$ cat src/rtl/config_pkg.sv
// config_pkg: shared types, constants and tile geometry for the config menu
package config_pkg;
  localparam int NUM_ITEMS = 13;
  localparam int NUM_VALUES = 12;
  localparam int BUF_COLS = 40;
  localparam int START_ITEM = 12;
  typedef logic [3:0] bcd_digit_t;
  typedef logic [7:0] bcd8_t;
  typedef enum logic [1:0] {INIT, IDLE, WR_TENS, WR_ONES} state_t;
  function automatic logic [9:0] item_row(logic [3:0] i);
    return 10'd3 + {6'd0, i[2:0], 1'b0};
  endfunction
  function automatic logic [9:0] item_col(logic [3:0] i);
    return i[3] ? 10'd34 : 10'd14;
  endfunction
  function automatic logic [9:0] item_addr(logic [3:0] i, logic ones);
    logic [9:0] row;
    row = item_row(i);
    return (row << 5) + (row << 3) + item_col(i) + {9'd0, ones};
  endfunction
endpackage

$ cat src/rtl/bcd_sat_step.sv
// bcd_sat_step: saturating 2-digit BCD increment/decrement
module bcd_sat_step
  import config_pkg::*;
(
  input  bcd8_t val,
  input  logic  inc,
  input  bcd8_t max,
  output bcd8_t nxt,
  output logic  changed
);
  bcd8_t up_val;
  bcd8_t dn_val;
  assign changed = inc ? (val < max) : (val != 8'h00);
  assign up_val = (val[3:0] == 4'd9) ? {val[7:4] + 4'd1, 4'd0} : {val[7:4], val[3:0] + 4'd1};
  assign dn_val = (val[3:0] == 4'd0) ? {val[7:4] - 4'd1, 4'd9} : {val[7:4], val[3:0] - 4'd1};
  assign nxt = !changed ? val : inc ? up_val : dn_val;
endmodule

$ cat src/rtl/config_menu_ctrl.sv
// config_menu_ctrl: config screen cursor/value sequencer with tile buffer writes
module config_menu_ctrl
  import config_pkg::*;
#(
  parameter int         MAX_VAL    = 99,
  parameter logic [7:0] DIGIT_BASE = 8'h30,
  parameter int         INIT_VAL   = 0
) (
  input  logic        clk_in,
  input  logic        rst_in,
  input  logic        btn_up_in,
  input  logic        btn_down_in,
  input  logic        btn_left_in,
  input  logic        btn_right_in,
  input  logic        btn_sel_in,
  output logic [3:0]  ptr_index_out,
  output logic [95:0] values_out,
  output logic        start_out,
  output logic [9:0]  buf_write_addr_out,
  output logic [7:0]  buf_write_data_out,
  output logic        buf_write_en_out,
  output logic        busy_out
);
  localparam bcd8_t MAX_BCD = bcd8_t'((MAX_VAL / 10) * 16 + MAX_VAL % 10);
  localparam bcd8_t INIT_BCD = bcd8_t'((INIT_VAL / 10) * 16 + INIT_VAL % 10);
  localparam logic [3:0] LAST = 4'(START_ITEM);
  state_t state, state_n;
  logic [3:0] ptr, ptr_n, cur_idx, init_item;
  bcd8_t vals [NUM_VALUES];
  bcd8_t vals_n [NUM_VALUES];
  logic [4:0] cnt, cnt_n;
  logic start, start_n, wr_en, wr_en_n;
  logic [9:0] wr_addr, wr_addr_n;
  logic [7:0] wr_data, wr_data_n;
  bcd8_t step_val;
  logic step_changed;
  assign cur_idx = (ptr < LAST) ? ptr : 4'd0;
  assign init_item = cnt[4:1];
  bcd_sat_step u_step (
    .val(vals[cur_idx]),
    .inc(~btn_left_in),
    .max(MAX_BCD),
    .nxt(step_val),
    .changed(step_changed)
  );
  always_ff @(posedge clk_in) begin
    if (!rst_in) begin
      state <= INIT;
      ptr <= 4'd0;
      vals <= '{default: INIT_BCD};
      cnt <= 5'd0;
      start <= 1'b0;
      wr_en <= 1'b0;
      wr_addr <= 10'd0;
      wr_data <= 8'd0;
    end else begin
      state <= state_n;
      ptr <= ptr_n;
      vals <= vals_n;
      cnt <= cnt_n;
      start <= start_n;
      wr_en <= wr_en_n;
      wr_addr <= wr_addr_n;
      wr_data <= wr_data_n;
    end
  end
  always_comb begin
    state_n = state;
    ptr_n = ptr;
    vals_n = vals;
    cnt_n = cnt;
    start_n = 1'b0;
    wr_en_n = 1'b0;
    wr_addr_n = wr_addr;
    wr_data_n = wr_data;
    case (state)
      INIT: begin
        if (cnt == 5'd24) begin
          state_n = IDLE;
        end else begin
          wr_en_n = 1'b1;
          wr_addr_n = item_addr(init_item, cnt[0]);
          wr_data_n = DIGIT_BASE + {4'd0, cnt[0] ? vals[init_item][3:0] : vals[init_item][7:4]};
          cnt_n = cnt + 5'd1;
        end
      end
      IDLE: begin
        if (btn_up_in) ptr_n = (ptr == 4'd0) ? LAST : ptr - 4'd1;
        else if (btn_down_in) ptr_n = (ptr == LAST) ? 4'd0 : ptr + 4'd1;
        else if ((btn_left_in || btn_right_in) && ptr != LAST && step_changed) begin
          vals_n[cur_idx] = step_val;
          state_n = WR_TENS;
          wr_en_n = 1'b1;
          wr_addr_n = item_addr(cur_idx, 1'b0);
          wr_data_n = DIGIT_BASE + {4'd0, step_val[7:4]};
        end else if (btn_sel_in && ptr == LAST) start_n = 1'b1;
      end
      WR_TENS: begin
        state_n = WR_ONES;
        wr_en_n = 1'b1;
        wr_addr_n = wr_addr + 10'd1;
        wr_data_n = DIGIT_BASE + {4'd0, vals[cur_idx][3:0]};
      end
      default: state_n = IDLE;
    endcase
  end
  for (genvar i = 0; i < NUM_VALUES; i++) assign values_out[8*i +: 8] = vals[i];
  assign ptr_index_out = ptr;
  assign start_out = start;
  assign buf_write_addr_out = wr_addr;
  assign buf_write_data_out = wr_data;
  assign buf_write_en_out = wr_en;
  assign busy_out = (state != IDLE);
endmodule
$ cat config.mk
export PLATFORM = sky130hd
export DESIGN_NAME = config_menu_ctrl
export DESIGN_NICKNAME = d
export VERILOG_FILES = /design/src/rtl/config_pkg.sv /design/src/rtl/bcd_sat_step.sv /design/src/rtl/config_menu_ctrl.sv
export SDC_FILE = /design/constraint.sdc
export NUM_CORES = 1
export LEC_CHECK = 0
export BUFFER_PORTS_ARGS = -buffer_cell sky130_fd_sc_hd__buf_2
export CAP_MARGIN = 15
export CORE_ASPECT_RATIO = 1.5
export CORE_MARGIN = 2
export CORE_UTILIZATION = 54
export CTS_CLUSTER_DIAMETER = 30
export DETAILED_ROUTE_END_ITERATION = 10
export PLACE_DENSITY = 0.87
export SLEW_MARGIN = 20
export SYNTH_ARGS = -nofsm -noshare
export SYNTH_HDL_FRONTEND = slang
export SYNTH_SLANG_ARGS = --single-unit
$ cat constraint.sdc
create_clock -name clk_in -period 7.3 [get_ports clk_in]
set_input_delay 0 -clock clk_in [delete_from_list [all_inputs] [get_ports clk_in]]
set_output_delay 0 -clock clk_in [all_outputs]
set_load 0.01 [all_outputs]
======== Yosys cells after proc, flatten, opt, wreduce, memory -nomap -nowiden ========
Cells that the tools add are included.
cells by class
  reductions and logical operators ........ 17
  multiplexer cells ....................... 43
  equal/unequal tests ..................... 12
  magnitude comparators ................... 5
  bitwise gates (word level) .............. 7
  add/sub/neg operators ................... 18
operators with widths
  cell                     count
  $mux W8                  13
  $bwmux W96               1
  $bmux W8 S4              2
  $mux W10                 4
  $demux W8 S4             1
  $pmux W10 S3             1
  $mux W4                  6
  $pmux W8 S3              1
  $add A6 B4 Y7 const A    3
  $add A10 B6 Y10          2
  $add A10 B8 Y10          2
  $add A4 B1 Y4 const B    3
  $mux W6                  2
  $sub A4 B1 Y4 const B    3
  $add A10 B1 Y10          1
  $add A10 B1 Y10 const B  1
  $add A2 B4 Y5 const A    2
  $ge A5 B5 Y1 const B     2
  $ne A2 B2 Y1 const B     5
  $not A4 Y5               2
  $eq A4 B4 Y1 const B     2
  $logic_not A4 Y1         2
  $lt A8 B8 Y1 const B     1
  $mux W2                  4
  other kinds (22)         36
storage, ports and cells
  logic and storage cells ................. 121
  output and inout port bits .............. 121
  input bits .............................. 7
  bits in registers ....................... 127

======== Logic depth before layout (Yosys ltp) ========
Gate-level depths: netlist (run 1).
  word-level depth ........................ 15
  mapped depth ............................ 21
  depth with buffers taken out ............ 15

======== Cells and area by module ========
From an unflattened synthesis (run 1), not the netlist that was laid out.
second synthesis, totals
  cells, all modules ...................... 994
  area total of the unflattened synthesis .. 8406.8 um^2
modules (own cells, without submodules)
  module            instances  area an instance (um^2)  sequential area each (um^2)  cells each
  config_menu_ctrl  1          7786.2                   2482.4                       908
  bcd_sat_step      1          620.6                    0.0                          86

======== Worst setup path before layout (run 1) ========
Ideal clock, no wire load.
  path type ............................... reg-to-reg
  from .................................... reg ptr[2], in the netlist ptr_index_out[2]
  to ...................................... reg vals (netlist bit values_out[24])
  arrival ................................. 4155 ps
  clock period less this slack ............ 4230 ps
  path slack .............................. 3070 ps
  setup time .............................. 75 ps
  path buffers ............................ 6
  cell stages (with the launch flop) ...... 22
  data required time ...................... 7225 ps
  cells stage by stage .................... dfxtp_1 > ha_1 > buf_4 > nor2b_4 > buf_6 > inv_2 > buf_6 > buf_2 > mux2i_1 > mux4_2 > o2bb2ai_1 > inv_1 > ha_1 > and2_1 > or3b_4 > nor4_4 > a21o_4 > buf_6 > nor4_4 > buf_6 > nand2_2 > o22ai_1
between the ends
  word-level cells in the longest chain between the ends .. 11
  elaborated cells between the ends (all ways) .. 27
  classes of those cells .................. add/sub (2); order compare (4); eq/ne (2); mux (12); bitwise (1); reduce/logical (6)
RTL lines
  item                                         RTL line                                        RTL
  start: declaration                           config_menu_ctrl.sv:28                          logic [3:0] ptr, ptr_n, cur_idx, init_item;
  start signal: assignment                     config_menu_ctrl.sv:58                          ptr <= ptr_n;
  $lt A4 B4 Y1                                 config_menu_ctrl.sv:37                          assign cur_idx = (ptr < LAST) ? ptr : 4'd0;
  $mux W4                                      config_menu_ctrl.sv:37
  $not A4 Y5 (not written as such)             config_menu_ctrl.sv:40, config_menu_ctrl.sv:91
  $bmux W8 S4                                  config_menu_ctrl.sv:40                          .val(vals[cur_idx]),
  $mux W8 (2 in series)                        --
  $add A4 B1 Y4, or another cell as far along  bcd_sat_step.sv:14                              assign up_val = (val[3:0] == 4'd9) ? {val[7:4] + 4'd1, 4'd0} : {val[7:4], val[3:0] + 4'd1};
  $mux W8, on equally long branches            bcd_sat_step.sv:14, bcd_sat_step.sv:15
  $mux W8 (2 in series)                        bcd_sat_step.sv:16                              assign nxt = !changed ? val : inc ? up_val : dn_val;
  $bwmux W96                                   config_menu_ctrl.sv:91                          vals_n[cur_idx] = step_val;
  end signal: assignment                       config_menu_ctrl.sv:59                          vals <= vals_n;
  end: declaration                             config_menu_ctrl.sv:29                          bcd8_t vals [NUM_VALUES];
Several ways; a longest one is shown, not always the timed one. The select of a mux whose other input is x is not followed.
A chain may end at the register's enable or synchronous reset.

======== Worst setup path in the final report (run 1) ========
  from .................................... reg ptr[2], in the netlist ptr_index_out[2]
  to ...................................... reg vals (netlist bit values_out[85])
Same word-level chain as after synthesis.

==> results of run 1 <==
-- timing repair --
| item | 4_1_cts | 5_1_grt |
|---|---|---|
| hold endpoints to repair | 1 | 0 |
| setup endpoints to repair | 0 | 0 |
| hold buffers | 2 | 0 |
-- through the flow --
step | util | power (mW) | instance area, um^2 | hold slack [ns]
after detailed placement | 0.588 | 2.02 | 8500 | 0.239
after global placement | 0.588 | 2.00 | 8500 | 0.226
after floorplan | - | 1.75 | 7950 | 0.119
final | 0.636 | 3.01 | 9200 | 0.0884
after CTS | 0.634 | 2.97 | 9170 | 0.0822
after global routing | 0.636 | 3.15 | 9200 | 0.160
-- area by class of cell --
type,instances,area [um^2]
Multi-Input combinational cell,666,4950
Clock inverter,13,214
Fill cell,1209,5260
Tap cell,196,245
Clock buffer,18,439
Sequential cell,124,2480
Inverter,37,139
Timing Repair Buffer,138,728
-- power breakdown --
group          internal, mW  switching [mW]  leakage, nW
registers             0.724          0.0530         1.00
clock network         0.616           0.339        0.313
logic                 0.458           0.817         2.35
-- critical path: cells and delay by family (launching register included) --
kind	cells	cell delay, ns
muxes	2	0.67
adders and majority gates	2	0.80
AOI/OAI and AO/OA	4	1.39
and+or+nand+nor	5	1.68
buffers and inverters	2	0.62
DFF	1	0.46
-- cell usage in the layout, fill, tap and decap left out, types with 4 or more instances in the layout --
| cell type | netlist | routed |
|---|---|---|
| buf_2 | 24 | 125 |
| dfxtp_1 | 124 | 123 |
| nand2_1 | 115 | 115 |
| o21ai_0 | 60 | 60 |
| a21oi_1 | 58 | 58 |
| nor2_1 | 50 | 50 |
| mux2i_1 | 50 | 49 |
| o22ai_1 | 45 | 44 |
| ha_1 | 42 | 42 |
| inv_1 | 33 | 33 |
| mux4_2 | 30 | 30 |
| nand3_1 | 20 | 20 |
| xnor2_1 | 18 | 18 |
| clkbuf_16 | 0 | 17 |
| and2_1 | 12 | 12 |
| a211oi_1 | 11 | 11 |
| buf_4 | 7 | 11 |
| nor2b_1 | 9 | 9 |
| mux2_2 | 9 | 9 |
| o211ai_1 | 9 | 9 |
| xor2_1 | 8 | 8 |
| a31oi_1 | 8 | 8 |
| nor3_2 | 10 | 8 |
| a22oi_1 | 7 | 7 |
| nor3_1 | 6 | 6 |
| o221ai_1 | 6 | 6 |
| nand2b_1 | 5 | 5 |
| bufinv_16 | 0 | 5 |
| o32ai_1 | 4 | 4 |
| or2_2 | 4 | 4 |
| o21ai_1 | 4 | 4 |
| nand4_1 | 4 | 4 |
| o21a_1 | 4 | 4 |
-- cell families (layout without fill, tap and decap cells) --
group	after synthesis	after routing	synth area share
and+or+nand+nor	257	257	0.161
AOI/OAI and AO/OA	250	250	0.202
DFF	124	124	0.313
buffers and inverters	116	206	0.0685
muxes	89	89	0.161
adders and majority gates	42	42	0.0662
xor gates and xnor gates	26	26	0.0287
other	1	2	0.000472
-- synth_stat cells, types with 8 or more instances --
cell type,number,area (um^2)
nand2_1,115,432
xnor2_1,18,158
o21ai_0,60,300
dfxtp_1,124,2480
buf_2,24,120
a31oi_1,8,50.1
nor3_2,10,100
nor2_1,50,188
nand3_1,20,100
a21oi_1,58,290
nor2b_1,9,56.3
and2_1,12,75.1
xor2_1,8,70.1
a211oi_1,11,82.6
inv_1,33,124
ha_1,42,526
mux2_2,9,101
clkbuf_1,36,135
mux2i_1,50,500
o22ai_1,45,282
o211ai_1,9,67.6
mux4_2,30,676
-- worst min path at each step --
stage	start	slack [ns]	end
after floorplan	btn_sel_in	0.12	start_out
after global placement	btn_sel_in	0.23	start_out
after detailed placement	btn_sel_in	0.24	start_out
after CTS	btn_up_in	0.08	ptr_index_out[1]
after global routing	btn_up_in	0.16	ptr_index_out[2]
final	btn_up_in	0.09	ptr_index_out[1]
-- metal layers --
layer	track usage	vias up	wire (um)
li1	-	3447	-
met5	0	-	0
met3	0.0830	171	2680
met2	0.538	624	12600
met4	0.238	0	2230
met1	0.409	3624	9380
-- sequential cells by signal, summed over array words and instances, names as in the netlist --
| signal | count |
|---|---|
| state | 2 |
| values_out | 96 |
| buf_write_data_out | 5 |
| buf_write_en_out | 1 |
| buf_write_addr_out | 10 |
| ptr_index_out | 4 |
| start_out | 1 |
| cnt | 5 |
==> results.md, run 1 <==
* Maximum fanout along the worst path at 23
* Drt pass-1 iters at 6
* Die ar. at around 16000 um^2
* Post-Syn Instances at slightly above 900
* Crit. Startpoint: ptr_index_out[2]
* Ports at roughly 130
* Critical path cell sequence: ha_1, nor2b_4, inv_2, mux2i_1, mux4_2, o2bb2ai_1, inv_1, ha_1, and2_1, or3b_4, nor4_4, a21o_4, nor3_2, o21ai_0, a21oi_1
* Non-Filler Instances at ~1200
* WP data arrival at about 6.1 ns
* Fin Clk Skew at slightly above 0.009 ns
* Critical Path Sink: values_out[85]
* Slew Viols, Final at 0
* Worst EP required at roughly 7.6 ns
* FF-to-FF Start: ptr_index_out[2]
* Final Hold Fails at 0
* Overflow after GRT at 0
* Largest net degree at the start of global routing at 109
* Power per cell area at 327 nW/um^2
* Clock Tree Root: clkbuf_16
* R2R cell count at 15
* Clock transition at path regs at approximately 0.06 ns
* Drt initial violations at between 800 and 900
* Synthesized area per cell at 8.78 um^2
* H-tree depth at 4
* Setup ws final at approximately 1.6 ns
* TritonCTS clock tree: done
* Synth Flop Type: dfxtp_1
* Worst Setup Start Kind: flip-flop
* Share of layout cells above drive strength 1 at 0.245
* Worst VDD drop at around 0.00019 V
* Drt total wl at about 27 mm
* Area delta synth->final at 15.8%
* Row Count at 54
* Clock insertion delay at the later pin of the skew report at between 0.4 and 0.5 ns
* Inserted Clock Buffers at 17
* #FFs+latches synth at between 100 and 150
* Min-Delay Path Class: primary input to flip-flop
* Average vias per placed instance at between 6 and 7
* Synthesized area at ~7900 um^2
* Vias post-DR at between 7000 and 8000
* Fin Setup TNS at 0 ns
* Hold Path Cell Cnt at 4
* Post-CTS sizing at 0
* Slowest stage delay, CP at 1.00 ns
* Drt drc at 0
* Leakage power at 3.67 nW
* Longest Clk Path Bufs at 2
* Number of diodes at 0
* Slowest cell on the critical path: nor3_2
* Die width at 103 um
* Post-synthesis sequential area ratio at 0.313
* Distinct cells, synth at 73
* YS warnings at 0
* R2R Setup Slk at approximately 1.6 ns
* Crit Path Category: flip-flop to flip-flop
* Placement Setup Slack at approximately 1.9 ns
* Average wire per standard cell at between 20 and 25 um
* Max_cap viols at 0
* Placed Instances at between 1000 and 1500
* Least-Margin Pin Slew at 1.22 ns
* Most used cell, CP: ha_1
* Crit. End Element: flip-flop
* Starting Density at 0.549
* FFs w/ async S/R, synth at 0
* Port buffer count at around 130
* Max-Slew Margin vs Limit at 0.179
* Vias in the first global route at around 7500
* First-pass GRT wire length at around 42 mm
* Crit path time final at roughly 5.7 ns
* Reg2reg end: values_out[85]
* NumNets Final at between 1000 and 1500
* Initial antenna violation count at 0
* Post-CTS Setup Inserts at 0
* Core ar. at 14500 um^2
* GRT Total Usage at 0.345
* Post-synth EDFFs at 0
* Final setup violation count at 0
* Die H at around 150 um
* DP HPWL at around 18 mm
* Routability congestion estimate from global placement at 1.02
* RSZ-0062 raised after global routing: no
* Sinks on the clock net at 124
* Post-DRT Antenna Nets at 0
* Status: finished clean
* Final worst path period share at 0.784
* Fmax at approximately 0.17 GHz
No activity file was read; power rests on OpenSTA's default activity.
==> inputs of run 2 (changes only) <==
--- a/config.mk
+++ b/config.mk
@@ -9,7 +9,7 @@
 export CAP_MARGIN = 15
 export CORE_ASPECT_RATIO = 1.5
 export CORE_MARGIN = 2
-export CORE_UTILIZATION = 54
+export CORE_UTILIZATION = 52
 export CTS_CLUSTER_DIAMETER = 30
 export DETAILED_ROUTE_END_ITERATION = 10
 export PLACE_DENSITY = 0.87
==> constraint.sdc (replaced) <==
create_clock -name clk_in -period 5.1 [get_ports clk_in]
set_input_delay 0 -clock clk_in [delete_from_list [all_inputs] [get_ports clk_in]]
set_output_delay 0 -clock clk_in [all_outputs]
set_load 0.01 [all_outputs]
==> results.md, run 2 (synthesized netlist as in run 1, its figures left out) <==
* GRT Total Usage at 0.326
* Average vias per placed instance at between 6 and 7
* Average wire per standard cell at 21.9 um
* Met1 Usage GRT at 0.376
* Inserted Clock Buffers at 17
* Post-CTS Setup Inserts at 0
* Worst Setup Start Kind: flip-flop
* Placed Instances at about 1200
* RSZ-0062 raised after global routing: no
* CP delay by family, top: simple AND/OR/NAND/NOR gates
* Final core utilization at 0.615
* Die ar. at 16300 um^2
* Crit. End Element: flip-flop
* Critical path cell sequence: inv_1, ha_1, inv_1, nand2_1, nor3_1, or3_1, inv_2, ha_1, nand3_1, nor4_4, a221oi_2, xnor2_1, mux2i_1, nor2_1
* Slowest cell on the critical path: xnor2_1
* Slowest stage delay, CP at just over 0.9 ns
* Hold Buf Count CTS at 2
* Non-Filler Instances at roughly 1200
* Worst VDD drop at approximately 0.00023 V
* Sinks on the clock net at roughly 120
* Post-DRT Antenna Nets at 0
* Commonest non-fill, non-tap cell in the layout: buf_2
* Worst EP required at about 5.4 ns
* Crit Path Category: flip-flop to flip-flop
* Clock insertion delay at the later pin of the skew report at about 0.42 ns
* Max reg flops at 96
* M2 GR Usage at 0.531
* Setup ws final at roughly 0.36 ns
* Row Count at 55
* NumNets Final at roughly 1100
* Overflow after GRT at 0
* Largest net degree at the start of global routing at 62
* Ports at 128
* Slew Viols, Final at 0
* Number of diodes at 0
* Die H at ~160 um
* Routability congestion estimate from global placement at about 1.1
* Drt total wl at approximately 27 mm
* Placement Setup Slack at ~0.6 ns
* WP data arrival at approximately 5.1 ns
* DP HPWL at roughly 19 mm
* Vias in the first global route at approximately 7600
* Met3 usage at 0.0557
* Port buffer count at 125
* Drt initial violations at ~790
* Die width at between 100 and 150 um
* Clock Tree Root: clkbuf_16
* TritonCTS clock tree: done
* Starting Density at 0.529
* Clock transition at path regs at 0.06 ns
* Power per cell area at roughly 440 nW/um^2
* Fin Setup TNS at 0 ns
* CP bufs+invs at 3
* Final setup violation count at 0
* Most frequent cells in the layout: buf_2 (125), dfxtp_1 (123), nand2_1 (115)
* Gr busiest metal: met2
* Post-CTS sizing at 0
* Maximum fanout along the worst path at 16
* Final Hold Fails at 0
* Multi-input logic area at 4920 um^2
* Leakage power at 3.72 nW
* Max-Slew Margin vs Limit at 0.247
* Fmax at around 0.21 GHz
* Crit path time final at between 4 and 5 ns
* First-pass GRT wire length at just over 40 mm
* Filler instances at 1289
* Max_cap viols at 0
* Share of layout cells above drive strength 1 at 0.260
* Register area at roughly 2500 um^2
* Longest Clk Path Bufs at 2
* Status: finished clean
* Vias post-DR at between 7000 and 8000
* Min-Delay Path Class: primary input to flip-flop
* H-tree depth at 4
* Drt pass-1 iters at 5
* Min Hold Slack at 0.0983 ns
* Final Total Pwr at 4.06 mW
* Core ar. at approximately 15000 um^2
* Final worst path period share at 0.929
* Fin area at around 9200 um^2
* Initial antenna violation count at 0
* Drt drc at 0
* Placement Cell Area at around 8700 um^2
* Fin Clk Skew at around 0.011 ns
* Area delta synth->final at 16.2%
* Least-Margin Pin Slew at between 1 and 1.5 ns
==> run 2: routing by layer <==
| layer | vias up | share of wire |
|---|---|---|
| met5 | - | 0 |
| met4 | 0 | 0.089 |
| met3 | 195 | 0.088 |
| met2 | 575 | 0.47 |
| met1 | 3702 | 0.35 |
| li1 | 3494 | - |
==> run 2: final timing paths <==
path                    startpoint                    end  slack [ns]  cells after the start
min reg2reg  buf_write_addr_out[6]  buf_write_addr_out[6]        0.50                      2
min                      btn_up_in       ptr_index_out[1]         0.1                      4
max reg2reg       ptr_index_out[3]         values_out[60]        0.36                     14
max               ptr_index_out[3]         values_out[60]        0.36                     14
==> run 2: where the power goes <==
group / switching, mW / total (mW) / internal [mW]
Combinational: 1.16 / 1.83 / 0.667
Clock: 0.474 / 1.11 / 0.632
Sequential: 0.0904 / 1.13 / 1.04
==> run 2: worst reg2reg max path: stages, from the launching register on <==
cell	delay, ns
dfxtp_1	0.38
inv_1	0.17
ha_1	0.68
inv_1	0.43
nand2_1	0.27
nor3_1	0.09
or3_1	0.49
inv_2	0.16
ha_1	0.15
nand3_1	0.16
nor4_4	0.28
a221oi_2	0.10
xnor2_1	0.91
mux2i_1	0.21
nor2_1	0.18
==> run 2: final cells by class <==
type,instances,share of cell area
multi-input combinational,666,0.533
sequential,124,0.269
timing repair buffer,162,0.0984
clock buffer,18,0.0476
tap,199,0.0270
inverter,37,0.0150
clock inverter,13,0.0102
==> inputs of run 3 (changes only) <==
--- a/config.mk
+++ b/config.mk
@@ -5,14 +5,15 @@
 export SDC_FILE = /design/constraint.sdc
 export NUM_CORES = 1
 export LEC_CHECK = 0
+export ABC_AREA = 1
 export BUFFER_PORTS_ARGS = -buffer_cell sky130_fd_sc_hd__buf_2
 export CAP_MARGIN = 15
 export CORE_ASPECT_RATIO = 1.5
 export CORE_MARGIN = 2
-export CORE_UTILIZATION = 52
+export CORE_UTILIZATION = 53
 export CTS_CLUSTER_DIAMETER = 30
 export DETAILED_ROUTE_END_ITERATION = 10
-export PLACE_DENSITY = 0.87
+export PLACE_DENSITY = 0.88
 export SLEW_MARGIN = 20
 export SYNTH_ARGS = -nofsm -noshare
 export SYNTH_HDL_FRONTEND = slang
==> constraint.sdc (replaced) <==
create_clock -name clk_in -period 5.1 [get_ports clk_in]
set_input_delay 1.02 -clock clk_in [delete_from_list [all_inputs] [get_ports clk_in]]
set_output_delay 1.02 -clock clk_in [all_outputs]
set_load 0.01 [all_outputs]
==> results.md, run 3 <==
* Status: finished clean
* Post-synthesis sequential area ratio at 0.293
* DP HPWL at between 20 and 25 mm
* Number of diodes at 0
* Switching portion of total power at 0.521
* Max-Slew Margin vs Limit at 0.300
* Max_cap viols at 0
* Min Hold Slack at ~0.5 ns
* Fin area at ~9600 um^2
* Max reg flops at 96
* Maximum fanout along the worst path at 33
* Clock transition at path regs at about 0.06 ns
* Distinct cells, synth at 44
* Port buffer count at approximately 130
* Final Hold Fails at 0
* Die width at 107 um
* Yosys top cell area share at 0.293
* Reg power frac at 0.212
* Largest net degree at the start of global routing at roughly 100
* Post-Syn Instances at ~1400
* Synth Flop Type: dfxtp_1
* Commonest non-fill, non-tap cell in the layout: nand2_1
* RSZ-0062 raised after global routing: no
* Clock insertion delay at the later pin of the skew report at roughly 0.44 ns
* Slew Viols, Final at 0
* Post-synth EDFFs at 0
* Row Count at 56
* Average vias per placed instance at between 6 and 7
* Internal power at 2.60 mW
* Post-CTS Setup Inserts at 0
* Core ar. at 15600 um^2
* Vias post-DR at approximately 10000
* WP data arrival at between 5 and 6 ns
* Crit. End Element: flip-flop
* Crit path time final at approximately 4.7 ns
* Share of layout cells above drive strength 1 at 0.149
* Post-CTS sizing at 0
* Cell with the most instances after synthesis: nand2_1
* First-pass GRT wire length at ~48 mm
* #FFs+latches synth at about 120
* Crit Path Category: flip-flop to flip-flop
* Synthesized area at approximately 8500 um^2
* Initial antenna violation count at 0
* Leakage power at 4.61 nW
* Most frequent cells in the layout: nand2_1 (293), nor2_1 (241), o21ai_0 (150)
* Die H at around 160 um
* Vias in the first global route at a little over 9000
* Area delta synth->final at 13.6%
* Longest Clk Path Bufs at 2
* Ranking of synthesized cells by area: dfxtp_1 (29%), nand2_1 (13%), nor2_1 (11%)
* Drt initial violations at about 1200
* Min-Delay Path Class: flip-flop to flip-flop
* H-tree depth at 4
* Post-DRT Antenna Nets at 0
* Hold Buf Count CTS at 0
* Drt total wl at ~31 mm
* Hold Path Cell Cnt at 2
* Yosys top cell by area: dfxtp_1
* Inserted Clock Buffers at 17
* TritonCTS clock tree: done
* GRT Total Usage at 0.361
* Placement Cell Area at about 9100 um^2
* Worst Setup Start Kind: flip-flop
* Least-Margin Pin Slew at between 1 and 1.5 ns
* FFs w/ async S/R, synth at 0
* Final setup violation count at 0
* Starting Density at 0.542
* Fmax at 0.214 GHz
* Average wire per standard cell at ~19 um
* YS warnings at 0
* Fin Clk Skew at around 0.012 ns
* Power per cell area at about 560 nW/um^2
* Worst VDD drop at around 0.00044 V
* Most instantiated cells after synthesis: nand2_1 (293), nor2_1 (241), o21ai_0 (150)
* Logic pwr share at 0.565
* Synthesized area per cell at just over 6 um^2
* Overflow after GRT at 0
* Drt drc at 0
* Sinks on the clock net at between 100 and 150
* Ports at approximately 130
* Clock Tree Root: clkbuf_16
* Die ar. at ~17000 um^2
* Net Switching at 2.83 mW
* NumNets Final at 1497
* Drt pass-1 iters at 8
* Fin Setup TNS at 0 ns
* Clock network power share at 0.223
* Final worst path period share at 0.916
* Worst EP required at approximately 5.5 ns
* Routability congestion estimate from global placement at approximately 1.1
* R2R cell count at 22
==> run 3: cell type report <==
| type | instances | area, um^2 |
|---|---|---|
| multi-input cells | 1045 | 5110 |
| fillers | 1438 | 6000 |
| inverters | 115 | 432 |
| repair buffers | 145 | 776 |
| flip-flops and latches | 124 | 2480 |
| clock inverters | 15 | 151 |
| clock buffers | 17 | 425 |
| well taps | 203 | 254 |
==> run 3: path summary, 6_finish.rpt <==
path,startpoint,slack [ns],endpoint
hold / removal,values_out[42],0.50,values_out[42]
setup / recovery,ptr_index_out[2],0.43,values_out[93]
setup reg to reg,ptr_index_out[2],0.43,values_out[93]
hold reg to reg,values_out[42],0.50,values_out[42]
==> run 3: kinds of logic (layout without fill, tap and decap cells) <==
logic type / count (synthesis) / count (layout) / share of synthesized area
mux: 1 / 1 / 0.00118
buf+inv: 197 / 292 / 0.105
xor+xnor: 8 / 8 / 0.00827
fa+ha+maj: 42 / 42 / 0.0620
simple gates: 682 / 682 / 0.334
other cells: 1 / 2 / 0.000443
flops: 124 / 124 / 0.293
compound gates: 310 / 310 / 0.196
==> run 3: metrics by stage <==
step	total power, mW	std cells	worst slack, ns	utilization
after floorplan	3.24	1366	1.70	-
after CTS	5.32	1664	0.600	0.616
after global routing	5.73	1664	0.0742	0.616
after detailed placement	4.10	1632	0.639	0.579
final	5.44	1664	0.428	0.616
after global placement	4.06	1632	0.779	0.579
==> run 3: worst max-delay path, cell delays in order, from the launching register on <==
cell and delay, ns:
dfxtp_1 0.50, ha_1 0.33, inv_2 0.17, nand2_2 0.49
nand2_1 0.10, nand3_1 0.11, nand3_1 0.12, nand3_1 0.13
and2_1 0.29, inv_1 0.14, ha_1 0.26, nand3_2 0.14
nor3_1 0.06, nand2_1 0.08, nand2_2 0.10, inv_2 0.19
nand2_2 0.09, inv_2 0.07, nand2_2 0.34, nor2_1 0.44
buf_4 0.21, o21ai_0 0.08, nor2_1 0.13
==> run 3: per-layer routing <==
metal,part of all wire,GRT usage,vias up
li1,-,-,4614
met1,0.35,0.410,4497
met2,0.47,0.590,708
met3,0.10,0.0706,217
met4,0.083,0.266,0
met5,0,0,-
==> run 3: power by group through the flow <==
stage	Combinational (mW)	Sequential (mW)	Clock [mW]
6_report	3.07	1.15	1.21
5_1_grt	3.32	1.16	1.25
4_1_cts	2.96	1.15	1.21
3_5_place_dp	2.93	1.17	0
3_3_place_gp	2.90	1.17	0
2_1_floorplan	2.05	1.19	0
